File: src/rtl/axi_lite_slave_regs_if.sv
// AXI4-Lite bus bundle between a master (testbench or bridge) and the
// axi_lite_slave_regs register file.
interface axi_lite_slave_regs_if #(
    parameter int ADDR_WIDTH = 4,
    parameter int DATA_WIDTH = 32
);
    logic [ADDR_WIDTH-1:0]   AWADDR;
    logic                    AWVALID;
    logic                    AWREADY;
    logic [DATA_WIDTH-1:0]   WDATA;
    logic [DATA_WIDTH/8-1:0] WSTRB;
    logic                    WVALID;
    logic                    WREADY;
    logic                    BVALID;
    logic [1:0]              BRESP;
    logic                    BREADY;
    logic [ADDR_WIDTH-1:0]   ARADDR;
    logic                    ARVALID;
    logic                    ARREADY;
    logic [DATA_WIDTH-1:0]   RDATA;
    logic                    RVALID;
    logic [1:0]              RRESP;
    logic                    RREADY;

    modport master (
        output AWADDR, AWVALID, WDATA, WSTRB, WVALID, BREADY, ARADDR, ARVALID, RREADY,
        input  AWREADY, WREADY, BVALID, BRESP, ARREADY, RDATA, RVALID, RRESP
    );

    modport slave (
        input  AWADDR, AWVALID, WDATA, WSTRB, WVALID, BREADY, ARADDR, ARVALID, RREADY,
        output AWREADY, WREADY, BVALID, BRESP, ARREADY, RDATA, RVALID, RRESP
    );
endinterface

File: src/rtl/axi_lite_slave_regs.sv
// AXI4-Lite slave register file: NUM_REGS words with byte-strobe writes,
// independent write/read FSMs and OKAY/SLVERR responses.
module axi_lite_slave_regs #(
    parameter int ADDR_WIDTH = 4,
    parameter int DATA_WIDTH = 32,
    parameter int NUM_REGS   = 4
) (
    input  logic                 ACLK,
    input  logic                 ARESETn,
    axi_lite_slave_regs_if.slave s_axi,
    output logic [1:0]           o_dbg_w_state,
    output logic                 o_dbg_r_state
);
    localparam int STRB_WIDTH = DATA_WIDTH / 8;
    localparam int IDX_WIDTH  = ADDR_WIDTH - 2;

    typedef enum logic [1:0] {W_IDLE = 2'd0, W_HAVE_A = 2'd1, W_HAVE_D = 2'd2, W_RESP = 2'd3} w_state_t;
    typedef enum logic {R_IDLE = 1'b0, R_DATA = 1'b1} r_state_t;

    w_state_t                r_w_state, w_w_state_nxt;
    r_state_t                r_r_state, w_r_state_nxt;
    logic [ADDR_WIDTH-1:0]   r_awaddr;
    logic [DATA_WIDTH-1:0]   r_wdata;
    logic [STRB_WIDTH-1:0]   r_wstrb;
    logic [1:0]              r_bresp;
    logic [DATA_WIDTH-1:0]   r_regs [NUM_REGS];
    logic [DATA_WIDTH-1:0]   r_rdata;
    logic [1:0]              r_rresp;

    logic                    w_aw_hs, w_w_hs, w_ar_hs, w_commit;
    logic [ADDR_WIDTH-1:0]   w_cmt_addr;
    logic [DATA_WIDTH-1:0]   w_cmt_data;
    logic [STRB_WIDTH-1:0]   w_cmt_strb;
    logic [IDX_WIDTH-1:0]    w_cmt_idx, w_rd_idx;
    logic                    w_cmt_ok, w_rd_ok;
    logic [DATA_WIDTH-1:0]   w_rd_word;

    // Every channel transfers on a rising edge where VALID && READY. READYs come
    // only from FSM state (and are held low in reset); VALIDs come only from state.
    assign s_axi.AWREADY = ARESETn && (r_w_state == W_IDLE || r_w_state == W_HAVE_D);
    assign s_axi.WREADY  = ARESETn && (r_w_state == W_IDLE || r_w_state == W_HAVE_A);
    assign s_axi.BVALID  = (r_w_state == W_RESP);
    assign s_axi.BRESP   = r_bresp;
    assign s_axi.ARREADY = ARESETn && (r_r_state == R_IDLE);
    assign s_axi.RVALID  = (r_r_state == R_DATA);
    assign s_axi.RDATA   = r_rdata;
    assign s_axi.RRESP   = r_rresp;

    assign o_dbg_w_state = r_w_state;
    assign o_dbg_r_state = r_r_state;

    assign w_aw_hs   = s_axi.AWVALID && s_axi.AWREADY;
    assign w_w_hs    = s_axi.WVALID && s_axi.WREADY;
    assign w_ar_hs   = s_axi.ARVALID && s_axi.ARREADY;
    assign w_cmt_idx = w_cmt_addr[ADDR_WIDTH-1:2];
    assign w_cmt_ok  = int'(w_cmt_idx) < NUM_REGS;
    assign w_rd_idx  = s_axi.ARADDR[ADDR_WIDTH-1:2];
    assign w_rd_ok   = int'(w_rd_idx) < NUM_REGS;

    always_comb begin
        w_w_state_nxt = r_w_state;
        w_commit      = 1'b0;
        w_cmt_addr    = s_axi.AWADDR;
        w_cmt_data    = s_axi.WDATA;
        w_cmt_strb    = s_axi.WSTRB;
        case (r_w_state)
            W_IDLE: begin
                if (w_aw_hs && w_w_hs) begin
                    w_commit      = 1'b1;
                    w_w_state_nxt = W_RESP;
                end else if (w_aw_hs) begin
                    w_w_state_nxt = W_HAVE_A;
                end else if (w_w_hs) begin
                    w_w_state_nxt = W_HAVE_D;
                end
            end
            W_HAVE_A: begin
                w_cmt_addr = r_awaddr;
                if (w_w_hs) begin
                    w_commit      = 1'b1;
                    w_w_state_nxt = W_RESP;
                end
            end
            W_HAVE_D: begin
                w_cmt_data = r_wdata;
                w_cmt_strb = r_wstrb;
                if (w_aw_hs) begin
                    w_commit      = 1'b1;
                    w_w_state_nxt = W_RESP;
                end
            end
            W_RESP: begin
                if (s_axi.BREADY) w_w_state_nxt = W_IDLE;
            end
            default: w_w_state_nxt = W_IDLE;
        endcase
    end

    always_ff @(posedge ACLK or negedge ARESETn) begin
        if (!ARESETn) begin
            r_w_state <= W_IDLE;
            r_awaddr  <= '0;
            r_wdata   <= '0;
            r_wstrb   <= '0;
            r_bresp   <= 2'b00;
        end else begin
            r_w_state <= w_w_state_nxt;
            if (w_aw_hs) r_awaddr <= s_axi.AWADDR;
            if (w_w_hs) begin
                r_wdata <= s_axi.WDATA;
                r_wstrb <= s_axi.WSTRB;
            end
            if (w_commit) r_bresp <= w_cmt_ok ? 2'b00 : 2'b10;
        end
    end

    // Out-of-range commits match no word, so nothing is written.
    always_ff @(posedge ACLK or negedge ARESETn) begin
        if (!ARESETn) begin
            for (int i = 0; i < NUM_REGS; i++) r_regs[i] <= '0;
        end else if (w_commit) begin
            for (int i = 0; i < NUM_REGS; i++) begin
                for (int b = 0; b < STRB_WIDTH; b++) begin
                    if (w_cmt_idx == IDX_WIDTH'(i) && w_cmt_strb[b])
                        r_regs[i][8*b +: 8] <= w_cmt_data[8*b +: 8];
                end
            end
        end
    end

    always_comb begin
        w_rd_word = '0;
        for (int i = 0; i < NUM_REGS; i++) begin
            if (w_rd_idx == IDX_WIDTH'(i)) w_rd_word = r_regs[i];
        end
    end

    always_comb begin
        w_r_state_nxt = r_r_state;
        case (r_r_state)
            R_IDLE:  if (w_ar_hs) w_r_state_nxt = R_DATA;
            R_DATA:  if (s_axi.RREADY) w_r_state_nxt = R_IDLE;
            default: w_r_state_nxt = R_IDLE;
        endcase
    end

    // RDATA samples the register array before a same-edge write lands.
    always_ff @(posedge ACLK or negedge ARESETn) begin
        if (!ARESETn) begin
            r_r_state <= R_IDLE;
            r_rdata   <= '0;
            r_rresp   <= 2'b00;
        end else begin
            r_r_state <= w_r_state_nxt;
            if (w_ar_hs) begin
                r_rdata <= w_rd_ok ? w_rd_word : '0;
                r_rresp <= w_rd_ok ? 2'b00 : 2'b10;
            end
        end
    end
endmodule

File: src/flat_wrapper.sv
// flat-port wrapper written by rule: the top's interface ports become plain ports
module axi_lite_slave_regs_flat 
#(
    parameter int ADDR_WIDTH = 4,
    parameter int DATA_WIDTH = 32,
    parameter int NUM_REGS   = 4
)
  (ACLK, ARESETn, o_dbg_w_state, o_dbg_r_state, s_axi_AWADDR, s_axi_AWVALID, s_axi_WDATA, s_axi_WSTRB, s_axi_WVALID, s_axi_BREADY, s_axi_ARADDR, s_axi_ARVALID, s_axi_RREADY, s_axi_AWREADY, s_axi_WREADY, s_axi_BVALID, s_axi_BRESP, s_axi_ARREADY, s_axi_RDATA, s_axi_RVALID, s_axi_RRESP);
  axi_lite_slave_regs_if #(.ADDR_WIDTH(ADDR_WIDTH), .DATA_WIDTH(DATA_WIDTH)) s_axi_i ();
  input  logic ACLK;
  input  logic ARESETn;
  output logic [1:0] o_dbg_w_state;
  output logic o_dbg_r_state;
  input wire logic [$bits(s_axi_i.AWADDR)-1:0] s_axi_AWADDR;
  input wire logic [$bits(s_axi_i.AWVALID)-1:0] s_axi_AWVALID;
  input wire logic [$bits(s_axi_i.WDATA)-1:0] s_axi_WDATA;
  input wire logic [$bits(s_axi_i.WSTRB)-1:0] s_axi_WSTRB;
  input wire logic [$bits(s_axi_i.WVALID)-1:0] s_axi_WVALID;
  input wire logic [$bits(s_axi_i.BREADY)-1:0] s_axi_BREADY;
  input wire logic [$bits(s_axi_i.ARADDR)-1:0] s_axi_ARADDR;
  input wire logic [$bits(s_axi_i.ARVALID)-1:0] s_axi_ARVALID;
  input wire logic [$bits(s_axi_i.RREADY)-1:0] s_axi_RREADY;
  output wire logic [$bits(s_axi_i.AWREADY)-1:0] s_axi_AWREADY;
  output wire logic [$bits(s_axi_i.WREADY)-1:0] s_axi_WREADY;
  output wire logic [$bits(s_axi_i.BVALID)-1:0] s_axi_BVALID;
  output wire logic [$bits(s_axi_i.BRESP)-1:0] s_axi_BRESP;
  output wire logic [$bits(s_axi_i.ARREADY)-1:0] s_axi_ARREADY;
  output wire logic [$bits(s_axi_i.RDATA)-1:0] s_axi_RDATA;
  output wire logic [$bits(s_axi_i.RVALID)-1:0] s_axi_RVALID;
  output wire logic [$bits(s_axi_i.RRESP)-1:0] s_axi_RRESP;
  assign s_axi_i.AWADDR = s_axi_AWADDR;
  assign s_axi_i.AWVALID = s_axi_AWVALID;
  assign s_axi_i.WDATA = s_axi_WDATA;
  assign s_axi_i.WSTRB = s_axi_WSTRB;
  assign s_axi_i.WVALID = s_axi_WVALID;
  assign s_axi_i.BREADY = s_axi_BREADY;
  assign s_axi_i.ARADDR = s_axi_ARADDR;
  assign s_axi_i.ARVALID = s_axi_ARVALID;
  assign s_axi_i.RREADY = s_axi_RREADY;
  assign s_axi_AWREADY = s_axi_i.AWREADY;
  assign s_axi_WREADY = s_axi_i.WREADY;
  assign s_axi_BVALID = s_axi_i.BVALID;
  assign s_axi_BRESP = s_axi_i.BRESP;
  assign s_axi_ARREADY = s_axi_i.ARREADY;
  assign s_axi_RDATA = s_axi_i.RDATA;
  assign s_axi_RVALID = s_axi_i.RVALID;
  assign s_axi_RRESP = s_axi_i.RRESP;
  axi_lite_slave_regs #(.ADDR_WIDTH(ADDR_WIDTH), .DATA_WIDTH(DATA_WIDTH), .NUM_REGS(NUM_REGS)) u_core (.ACLK(ACLK), .ARESETn(ARESETn), .s_axi(s_axi_i), .o_dbg_w_state(o_dbg_w_state), .o_dbg_r_state(o_dbg_r_state));
endmodule
File: config.mk
export PLATFORM = sky130hd
export DESIGN_NAME = axi_lite_slave_regs_flat
export DESIGN_NICKNAME = d
export VERILOG_FILES = /design/src/rtl/axi_lite_slave_regs_if.sv /design/src/rtl/axi_lite_slave_regs.sv /design/src/flat_wrapper.sv
export SDC_FILE = /design/constraint.sdc
export NUM_CORES = 1
export LEC_CHECK = 0
export ABC_AREA = 1
export ABC_CLOCK_PERIOD_IN_PS = 2000
export BUFFER_PORTS_ARGS = -buffer_cell sky130_fd_sc_hd__buf_2
export CORE_MARGIN = 3
export CORE_UTILIZATION = 55
export CTS_CLUSTER_SIZE = 10
export DETAILED_ROUTE_END_ITERATION = 8
export PLACE_DENSITY = 0.76
export SLEW_MARGIN = 25
export SYNTH_ARGS = -nofsm -noshare
export SYNTH_HDL_FRONTEND = slang
export SYNTH_SLANG_ARGS = --single-unit
File: constraint.sdc
create_clock -name ACLK -period 2 [get_ports ACLK]
set_clock_uncertainty 0.05 [all_clocks]
set_input_delay 0 -clock ACLK [delete_from_list [all_inputs] [get_ports ACLK]]
set_output_delay 0 -clock ACLK [all_outputs]
set_load 0.01 [all_outputs]
==> flow_summary.toml <==
[finish]
num_antenna_cells = 0
num-fill-cells = 1145
stdcell_count = 1560
drive_above_1_share = 0.210
fin_area_um2 = 12500
fin_nets = 1391
syn2layout_area_growth_pct = 29.4

[logic_synthesis]
synthFlopType = "dfrtp_1"
post_synth_inst_count = 1153
synth_common_cells = "435 x nand2_1, 201 x dfrtp_1, 129 x nand4_1, 85 x o21ai_0"
synth_top_family_by_area = "simple AND/OR/NAND/NOR gates"
yosysUniqueCellTypes = 25
synth.area.mux_share = 0
synth_xor_xnor_area_share = 0
synthAdderAreaFrac = 0.00648
yosys.area_share.simple = 0.318
netlist_area_um2 = 9650
synth_edf_count = 0
synth_area_leader_cell = "dfrtp_1"
synth_area_leaders = "dfrtp_1 52%, nand2_1 17%, nand4_1 8.4%"
synth_seq_cells = 201
syn_area_per_cell_um2 = 8.37
seq_area_frac_synth = 0.521
synth-async-reset-ratio = 1.00
synth.most_common_cell = "nand2_1"
ys_warn_count = 0
synth_compound_area_frac = 0.0929
yosysTopAreaCellShare = 0.521

[flow_run]
max_cap_violations = 0

[sta]
fmax_ghz = 0.494
period_needed_ns = 2.02
max_slew_margin = 0.385
slew_violations = 0
finalSetupViolations = 7
fin_tns_setup_ns = -0.113
grt_setup_unrepaired = "yes"
worstMarginPinSlew_ns = 0.913
worst_slack_ns = -0.0237
post-route-period-util = 1.01
finalHoldViolCount = 0

[routing]
drt_iter0_markers = 936
first_pass_iters = 7
wirelength_mm = 27.8
num_vias = 9177
via_per_inst = 5.88
wl_per_cell_um = 17.8
postRouteAntennaNets = 0
drc_errors = 0

[die]
die_area_um2 = 19200
start_util = 0.572
chipHeight_um = 138
fp.coreArea_um2 = 16900
io_pins = 95
dieWidth_um = 138
num_rows = 47

[clock_tree]
numCtsBuffers = 24
cts_tree = "yes"
cts.path.max_buffers = 3
clk_pin_slew_ns = 0.06
clk_latency_ns = 0.51
cts.htree.levels = 1
root_buffer = "clkbuf_16"
cts_num_sinks = 201

[pwr]
cellLeakagePower_nw = 6.41
power_density_nw_per_um2 = 1360
ir_worst_vdd_uv = 1010

[setup_path]
worstSetupPathType = "register to register"
critPathMaxFanout = 13
crit_path_start_kind = "register"
arrival_ns = 2.42
critPathRequiredTime_ns = 2.39
crit_path_end_kind = "register"

[placement]
placed_area_um2 = 10500
port_buffers = 86
place_ws_ns = -0.0492
dp.cells = 1441
place_hpwl_mm = 16.5
finalWeightedCongestion = 0.871

[global_route]
grt_usage = 0.260
overflow = 0
grt_antenna_before_repair = 0
grt_pass1_vias = 8263
grt_max_degree = 111
grt_pass1_wl_mm = 41.8

[status]
violations = "negative setup slack"
status = "complete, but fails checks"

[worst_hold_path]
hold_class = "primary input to register"
worst paths after layout:
check	start	endpoint	slack, ns	cells after the start
min in group asynchronous	ARESETn	u_core.r_wstrb[0]	0.06	3
worst max register to register	u_core.o_dbg_w_state[0]	u_core.r_regs[27]	-0.02	12
worst max-delay path	u_core.o_dbg_w_state[0]	u_core.r_regs[27]	-0.02	12
max in group asynchronous	ARESETn	u_core.r_regs[24]	1.09	3
worst min register to register	u_core.r_regs[51]	u_core.r_regs[51]	0.42	2
worst min-delay path	s_axi_ARADDR[3]	u_core.s_axi.RDATA[2]	0.05	6
kinds of logic (layout without fill, tap and decap cells):
| group | count (synthesis) | in the layout |
|---|---|---|
| buf+inv | 127 | 311 |
| compound gates | 162 | 162 |
| other cells | 1 | 4 |
| simple gates | 657 | 657 |
| flops | 201 | 201 |
| fa+ha+maj | 5 | 5 |
cell type report:
type,count,area [µm²],area share
sequential,201,5030,0.402
multi-input combinational,828,4290,0.344
timing repair buffer,225,2010,0.161
clock buffer,31,678,0.0543
tap,220,275,0.0220
inverter,55,206,0.0165
what timing repair did:
item | CTS | global route
gates cloned | 0 | 8
resized for setup | 9 | 80
endpoints found under the hold margin | 245 | 0
setup buffers | 0 | 35
setup endpoints to repair | 78 | 130
hold buffers | 45 | 0
pin swaps | 0 | 35
cells in the final DEF, fill, tap and decap left out, types with 2 or more instances in the layout:
cell type      instances
nand3_2                3
dfrtp_1              201
clkbuf_1               3
inv_2                  5
buf_4                 60
clkbuf_16             33
nand2_1              410
buf_16                 3
nor2_1                 7
ha_1                   3
a21oi_1               52
o21ai_0               77
buf_6                  4
conb_1                 4
clkbuf_8               4
nand2_4                3
ha_4                   2
nand4_1              129
inv_1                 50
buf_2                 85
buf_12                14
dlygate4sd3_1         45
nand3_1               46
nand2_2               23
buf_8                  4
nor2_4                13
nand3_4               16
nor2_2                 6
o21ai_1               12
a2bb2oi_1             20
critical path, cell delays in order (launching register included):
cell and delay [ns]:
dfrtp_1 0.39, inv_2 0.10, ha_4 0.18, inv_2 0.10, nand2_2 0.10, nand3_4 0.08
a21oi_4 0.19, buf_12 0.14, buf_6 0.13, buf_4 0.13, clkbuf_16 0.15, nand4_1 0.11
nand2_1 0.11
flip-flops by register name, indices dropped and copies added (netlist names):
signal	count
u_core.r_awaddr	2
u_core.r_wstrb	4
u_core.r_regs	128
u_core.o_dbg_w_state	2
u_core.o_dbg_r_state	1
u_core.s_axi.RDATA	32
u_core.r_wdata	32
metal layers:
metal	global-route usage	part of all wire	wire, µm	up-vias
met5	0	0	0	-
met4	0.0686	0.022	617	0
li1	-	-	-	4254
met2	0.401	0.47	13100	433
met1	0.383	0.42	11800	4429
met3	0.0470	0.084	2350	61
where the power goes:
part	switching (mW)	internal [mW]
sequential	0.675	5.23
clock	1.59	2.32
combinational	4.33	2.89
through the flow:
| stage | hold WS (ns) | power, mW | utilization |
|---|---|---|---|
| after global placement | -0.197 | 11.1 | 0.624 |
| after floorplan | -0.346 | 9.45 | - |
| after detailed placement | -0.199 | 11.3 | 0.624 |
| after global routing | 0.0823 | 18.0 | 0.740 |
| after CTS | 0.0421 | 15.4 | 0.693 |
| final | 0.0461 | 17.0 | 0.740 |
Note: power is estimated with default switching activity, not from simulation.
